### src/rtl/fir_pkg.sv
// Shared constants and helpers for the FIR filter chain.
// fir_filter also uses the width constants from this package.
package fir_pkg;

    localparam int FIR_IN_W  = 20;
    localparam int FIR_OUT_W = 8;
    localparam int FIR_DECIM = 4;
    localparam int FIR_SHIFT = 12;

    typedef enum logic [1:0] {
        FIFO_EMPTY = 2'd0,
        FIFO_ONE   = 2'd1,
        FIFO_FULL  = 2'd2
    } fifo_state_t;

    // Half an output LSB, added before the shift to round half-up.
    function automatic logic [31:0] fir_round_const(input int shift);
        return 32'd1 << (shift - 1);
    endfunction

endpackage

### src/rtl/fir_decimator_if.sv
// Output-side valid/ready stream of fir_decimator.
interface fir_decimator_if
    import fir_pkg::*;
#(
    parameter int OUT_W = FIR_OUT_W
);
    logic [OUT_W-1:0] out_data;
    logic             out_valid;
    logic             out_ready;

    modport master (output out_data, output out_valid, input out_ready);
    modport slave  (input out_data, input out_valid, output out_ready);
endinterface

### src/rtl/fir_out_fifo.sv
// Two-entry in-order output buffer; slot0 is always the head.
// A push into a full buffer with no pop is discarded and flagged on drop.
module fir_out_fifo
    import fir_pkg::*;
#(
    parameter int W = FIR_OUT_W
) (
    input  logic         clk,
    input  logic         rst_n,
    input  logic         push,
    input  logic [W-1:0] push_data,
    input  logic         pop_ready,
    output logic [W-1:0] head_data,
    output logic         head_valid,
    output logic         drop
);

    fifo_state_t  state_r, state_s;
    logic [W-1:0] slot0_r, slot0_s;
    logic [W-1:0] slot1_r, slot1_s;
    logic         valid_r, valid_s;
    logic         pop_s;
    logic         drop_s;

    // Next occupancy and slot contents; an empty slot is held at zero.
    always_comb begin
        state_s = state_r;
        slot0_s = slot0_r;
        slot1_s = slot1_r;
        drop_s  = 1'b0;
        pop_s   = valid_r && pop_ready;
        case (state_r)
            FIFO_EMPTY: begin
                if (push) begin
                    slot0_s = push_data;
                    state_s = FIFO_ONE;
                end else begin
                    state_s = FIFO_EMPTY;
                end
            end
            FIFO_ONE: begin
                if (push && pop_s) begin
                    slot0_s = push_data;
                end else if (push) begin
                    slot1_s = push_data;
                    state_s = FIFO_FULL;
                end else if (pop_s) begin
                    slot0_s = {W{1'b0}};
                    state_s = FIFO_EMPTY;
                end else begin
                    state_s = FIFO_ONE;
                end
            end
            FIFO_FULL: begin
                if (push && pop_s) begin
                    slot0_s = slot1_r;
                    slot1_s = push_data;
                end else if (pop_s) begin
                    slot0_s = slot1_r;
                    slot1_s = {W{1'b0}};
                    state_s = FIFO_ONE;
                end else if (push) begin
                    drop_s  = 1'b1;
                end else begin
                    state_s = FIFO_FULL;
                end
            end
            default: begin
                state_s = FIFO_EMPTY;
                slot0_s = {W{1'b0}};
                slot1_s = {W{1'b0}};
            end
        endcase
        valid_s = (state_s != FIFO_EMPTY);
    end

    // State and slot registers.
    always_ff @(posedge clk) begin
        if (!rst_n) begin
            state_r <= FIFO_EMPTY;
            slot0_r <= {W{1'b0}};
            slot1_r <= {W{1'b0}};
            valid_r <= 1'b0;
        end else begin
            state_r <= state_s;
            slot0_r <= slot0_s;
            slot1_r <= slot1_s;
            valid_r <= valid_s;
        end
    end

    assign head_data  = slot0_r;
    assign head_valid = valid_r;
    assign drop       = drop_s;

endmodule

### src/rtl/fir_decimator.sv
// Keeps every DECIM-th valid sample, requantizes it to OUT_W bits and buffers it.
// Define FIR_DEC_ROUND_EN for round-half-up; the default build truncates.
module fir_decimator
    import fir_pkg::*;
#(
    parameter int IN_W  = FIR_IN_W,
    parameter int OUT_W = FIR_OUT_W,
    parameter int DECIM = FIR_DECIM,
    parameter int SHIFT = FIR_SHIFT
) (
    input  logic                   CLK_Filter,
    input  logic                   rst_n,
    input  logic [IN_W-1:0]        in_data,
    input  logic                   in_valid,
    output logic                   ovf,
    input  logic                   ovf_clr,
    fir_decimator_if.master        out_if
);

    localparam int PH_W = (DECIM > 1) ? $clog2(DECIM) : 1;
    localparam logic [PH_W-1:0] PH_LAST = PH_W'(DECIM - 1);
`ifdef FIR_DEC_ROUND_EN
    localparam logic [IN_W:0] RND_C = (IN_W + 1)'(fir_round_const(SHIFT));
`else
    localparam logic [IN_W:0] RND_C = {(IN_W + 1){1'b0}};
`endif

    logic [PH_W-1:0]  phase_r, phase_s;
    logic             keep_s;
    logic [IN_W:0]    sum_s;
    logic [IN_W:0]    shifted_s;
    logic             sat_s;
    logic [OUT_W-1:0] quant_s;
    logic [OUT_W-1:0] q_data_r;
    logic             q_valid_r;
    logic             ovf_r;
    logic             drop_s;
    logic [OUT_W-1:0] fifo_data_s;
    logic             fifo_valid_s;

    // Phase advance and keep decision.
    always_comb begin
        keep_s = in_valid && (phase_r == {PH_W{1'b0}});
        if (in_valid) begin
            phase_s = (phase_r == PH_LAST) ? {PH_W{1'b0}} : phase_r + PH_W'(1);
        end else begin
            phase_s = phase_r;
        end
    end

    // Requantizer: one extra sum bit so the rounding carry is never lost.
    always_comb begin
        sum_s     = {1'b0, in_data} + RND_C;
        shifted_s = sum_s >> SHIFT;
        sat_s     = (shifted_s >> OUT_W) != {(IN_W + 1){1'b0}};
        if (sat_s) begin
            quant_s = {OUT_W{1'b1}};
        end else begin
            quant_s = shifted_s[OUT_W-1:0];
        end
    end

    // Phase counter, quantizer register and sticky overflow; a fresh drop beats a clear.
    always_ff @(posedge CLK_Filter) begin
        if (!rst_n) begin
            phase_r   <= {PH_W{1'b0}};
            q_data_r  <= {OUT_W{1'b0}};
            q_valid_r <= 1'b0;
            ovf_r     <= 1'b0;
        end else begin
            phase_r   <= phase_s;
            q_valid_r <= keep_s;
            if (keep_s) begin
                q_data_r <= quant_s;
            end else begin
                q_data_r <= q_data_r;
            end
            if (drop_s) begin
                ovf_r <= 1'b1;
            end else if (ovf_clr) begin
                ovf_r <= 1'b0;
            end else begin
                ovf_r <= ovf_r;
            end
        end
    end

    fir_out_fifo #(
        .W (OUT_W)
    ) u_fifo (
        .clk        (CLK_Filter),
        .rst_n      (rst_n),
        .push       (q_valid_r),
        .push_data  (q_data_r),
        .pop_ready  (out_if.out_ready),
        .head_data  (fifo_data_s),
        .head_valid (fifo_valid_s),
        .drop       (drop_s)
    );

    assign out_if.out_data  = fifo_data_s;
    assign out_if.out_valid = fifo_valid_s;
    assign ovf              = ovf_r;

endmodule

### src/flat_wrapper.sv
// flat-port wrapper written by rule: the top's interface ports become plain ports
module fir_decimator_flat import fir_pkg::*;
#(
    parameter int IN_W  = FIR_IN_W,
    parameter int OUT_W = FIR_OUT_W,
    parameter int DECIM = FIR_DECIM,
    parameter int SHIFT = FIR_SHIFT
)
  (CLK_Filter, rst_n, in_data, in_valid, ovf, ovf_clr, out_if_out_data, out_if_out_valid, out_if_out_ready);
  fir_decimator_if #(.OUT_W(OUT_W)) out_if_i ();
  input  logic CLK_Filter;
  input  logic rst_n;
  input  logic [IN_W-1:0] in_data;
  input  logic in_valid;
  output logic ovf;
  input  logic ovf_clr;
  output wire logic [$bits(out_if_i.out_data)-1:0] out_if_out_data;
  output wire logic [$bits(out_if_i.out_valid)-1:0] out_if_out_valid;
  input wire logic [$bits(out_if_i.out_ready)-1:0] out_if_out_ready;
  assign out_if_out_data = out_if_i.out_data;
  assign out_if_out_valid = out_if_i.out_valid;
  assign out_if_i.out_ready = out_if_out_ready;
  fir_decimator #(.IN_W(IN_W), .OUT_W(OUT_W), .DECIM(DECIM), .SHIFT(SHIFT)) u_core (.CLK_Filter(CLK_Filter), .rst_n(rst_n), .in_data(in_data), .in_valid(in_valid), .ovf(ovf), .ovf_clr(ovf_clr), .out_if(out_if_i));
endmodule
### config.mk
export PLATFORM = sky130hd
export DESIGN_NAME = fir_decimator_flat
export DESIGN_NICKNAME = d
export VERILOG_FILES = /design/src/rtl/fir_pkg.sv /design/src/rtl/fir_decimator_if.sv /design/src/rtl/fir_out_fifo.sv /design/src/rtl/fir_decimator.sv /design/src/flat_wrapper.sv
export SDC_FILE = /design/constraint.sdc
export NUM_CORES = 1
export LEC_CHECK = 0
export ABC_AREA = 1
export CORE_MARGIN = 3
export CORE_UTILIZATION = 44
export CTS_BUF_LIST = sky130_fd_sc_hd__clkbuf_8
export DETAILED_ROUTE_END_ITERATION = 8
export PLACE_DENSITY = 0.7
export SKIP_LAST_GASP = 1
export SYNTH_ARGS = -nofsm -noshare
export SYNTH_HDL_FRONTEND = slang
export SYNTH_HIERARCHICAL = 1
export SYNTH_SLANG_ARGS = --single-unit
### constraint.sdc
create_clock -name CLK_Filter -period 2.7 [get_ports CLK_Filter]
set_clock_uncertainty 0.05 [all_clocks]
set_input_delay 0.54 -clock CLK_Filter [delete_from_list [all_inputs] [get_ports CLK_Filter]]
set_output_delay 0.54 -clock CLK_Filter [all_outputs]
set_load 0.03 [all_outputs]
==> flow_summary.ini <==
[setup_path]
critPathLaunchType = flop
worst-path-max-fanout = 3
required_ps = 2110
crit_path_cell_trace = clkdlybuf4s50_1
cp_slowest_cell = clkdlybuf4s50_1
cp.arrival_ps = 1310
worstSetupPathType = reg2out
cp_num_buf_inv = 1
worstReg2RegStart = u_core/u_fifo/state_r[0]
startpoint = u_core/u_fifo/head_valid
critical-path-top-delay-family = buffers and inverters
end_kind = output pin
critPathMaxStageDelay_ps = 680

[yosys]
synthAdderAreaFrac = 0.0452
synth_compound_area_frac = 0.0926
netlist_area_um2 = 1660
synth_xor_area_frac = 0
synth_mux_area_frac = 0
ys_ff_latch = 31
synth_top_family_by_area = simple AND/OR/NAND/NOR gates
yosysMostFrequentCell = nand2_1
yosysTopAreaCell = dfxtp_1
synthTopCellsByArea = dfxtp_1, nand2_1, nor2_1
synth-main-ff-cell = dfxtp_1
yosys-top-cells-count = nand2_1, nor2_1, dfxtp_1, inv_1, nand3_1
post-synth-top-area-fraction = 0.373
synth_cells = 249
yosys_warnings = 6
avgSynthCellArea_um2 = 6.67
synth-simple-area-share = 0.391
synth.distinct_cells = 23
syn-num-nets = 280
yosysSeqAreaShare = 0.373
synth-edff-count = 0
ys_async_sr_fraction = 0

[cts]
clkLatencyLatePin_ps = 270
cts.path.max_buffers = 2
cts_made_buffers = 5
hold_buffers = 0
htree_levels = 2
tritoncts = done
cts_resized = 0
post_cts_buffers = 0
clkSinkCount = 31
clkTransAtPathRegs_ps = 60
cts_root_buffer = clkbuf_8

[grt]
grt_pass1_wl_mm = 5.51
antenna_found_initial = 0
grt_max_degree = 18
grt_pass1_vias = 1222
grt.total_usage = 0.162
overflow = 0

[floorplanning]
die-area_um2 = 4550
die_w_um = 67.5
die_h_um = 67.5
start_util = 0.475
fp-row-count = 21
coreArea_um2 = 3490
ioPinCount = 35

[timing]
relSlewSlack = 0.619
finalSetupViolCount = 0
final.min_clock_period_ps = 1900
hold_viol = 0
worst_slew_pin_slew_ps = 572
timing_max_transition_violations_final = 0
fmax_mhz = 526
fin_crit_sh = 0.705
tns_ps = 0
rsz0062_at_grt = false

[power_and_ir_drop]
power.density_nw_per_um2 = 519
leakage_nw = 0.899
peakVddDrop_uv = 343
fin_total_pwr_mw = 1.04

[routing]
dr.first_iter.drc_count = 72
drt-total-wl_mm = 3.30
via_count = 1471
drt-pass1-iter-count = 4
viasPerCell = 4.60
detail_route.wl_per_cell_um = 10.3
ant_nets = 0
route.detailed.drc = 0

[cells_and_area]
area_growth_pct = 20.1
diodes = 0
fin_nets = 305
layout-drive-gt1-share = 0.0839

[place]
place_congestion = 0.803
port_buffers = 22
dp_hpwl_mm = 2.32

[hold_path]
hp-start = u_core/u_fifo/head_data[3]
min-delay-path-class = reg2reg

[job]
max_cap_violations = 0

[run_status]
outcome = finished clean
## registers in the layout (all words and copies together) (netlist names)
register,cells
u_core/phase_r,2
u_core/u_fifo/head_data,8
u_core/u_fifo/state_r,2
u_core/ovf,1
u_core/u_fifo/slot1_r,8
u_core/q_valid_r,1
u_core/q_data_r,8
u_core/u_fifo/head_valid,1
## routing by layer
| metal | vias to the layer above | GRT usage | wire length [um] |
|---|---|---|---|
| met4 | 0 | 0.0608 | 22 |
| met1 | 628 | 0.220 | 1650 |
| met3 | 4 | 0.0399 | 109 |
| met2 | 27 | 0.248 | 1520 |
| li1 | 812 | - | - |
| met5 | - | 0 | 0 |
## final cells by class
class	instances	area, um2
clock buffer	6	82.6
clock inverter	1	5.00
fill	367	1500
inverter	31	116
multi-input combinational	181	878
sequential	31	621
tap	46	57.6
timing repair buffer	24	235
## worst paths after layout
kind	end	slack, ps	cells past startpoint
setup / recovery	out_if_out_valid	800	1
hold / removal	u_core/u_fifo/head_data[3]	410	2
setup reg to reg	u_core/u_fifo/head_data[7]	850	9
hold reg to reg	u_core/u_fifo/head_data[3]	410	2
## cells by family after synthesis
kind of cell / after synthesis
adders and majority gates: 6
buffers and inverters: 37
and+or+nand+nor: 151
DFF: 31
AOI/OAI and AO/OA: 24
## layout by cell type (no fill, tap or decap), drive strengths merged
| cell | instances |
|---|---|
| a21boi | 8 |
| a21oi | 11 |
| buf | 2 |
| clkbuf | 6 |
| clkdlybuf4s50 | 22 |
| clkinv | 3 |
| dfxtp | 31 |
| ha | 6 |
| inv | 29 |
| nand2 | 84 |
| nand3 | 20 |
| nor2 | 47 |
| o211ai | 1 |
| o21ai | 4 |
## metrics by stage
stage | area, um2 | hold WS [ps] | util | cells | setup WS [ps]
after floorplan | 1660 | 418 | - | 249 | 1260
after global placement | 1910 | 404 | 0.546 | 313 | 728
after detailed placement | 1910 | 406 | 0.546 | 313 | 698
after CTS | 2000 | 416 | 0.571 | 320 | 775
after global routing | 2000 | 445 | 0.571 | 320 | 670
final | 2000 | 414 | 0.571 | 320 | 797
## power breakdown
| part | switching (mW) | internal, mW | total, mW |
|---|---|---|---|
| Sequential | 0.0204 | 0.481 | 0.501 |
| Combinational | 0.111 | 0.0690 | 0.180 |
| Clock | 0.155 | 0.199 | 0.355 |
Power figures use the tool's default switching activity.
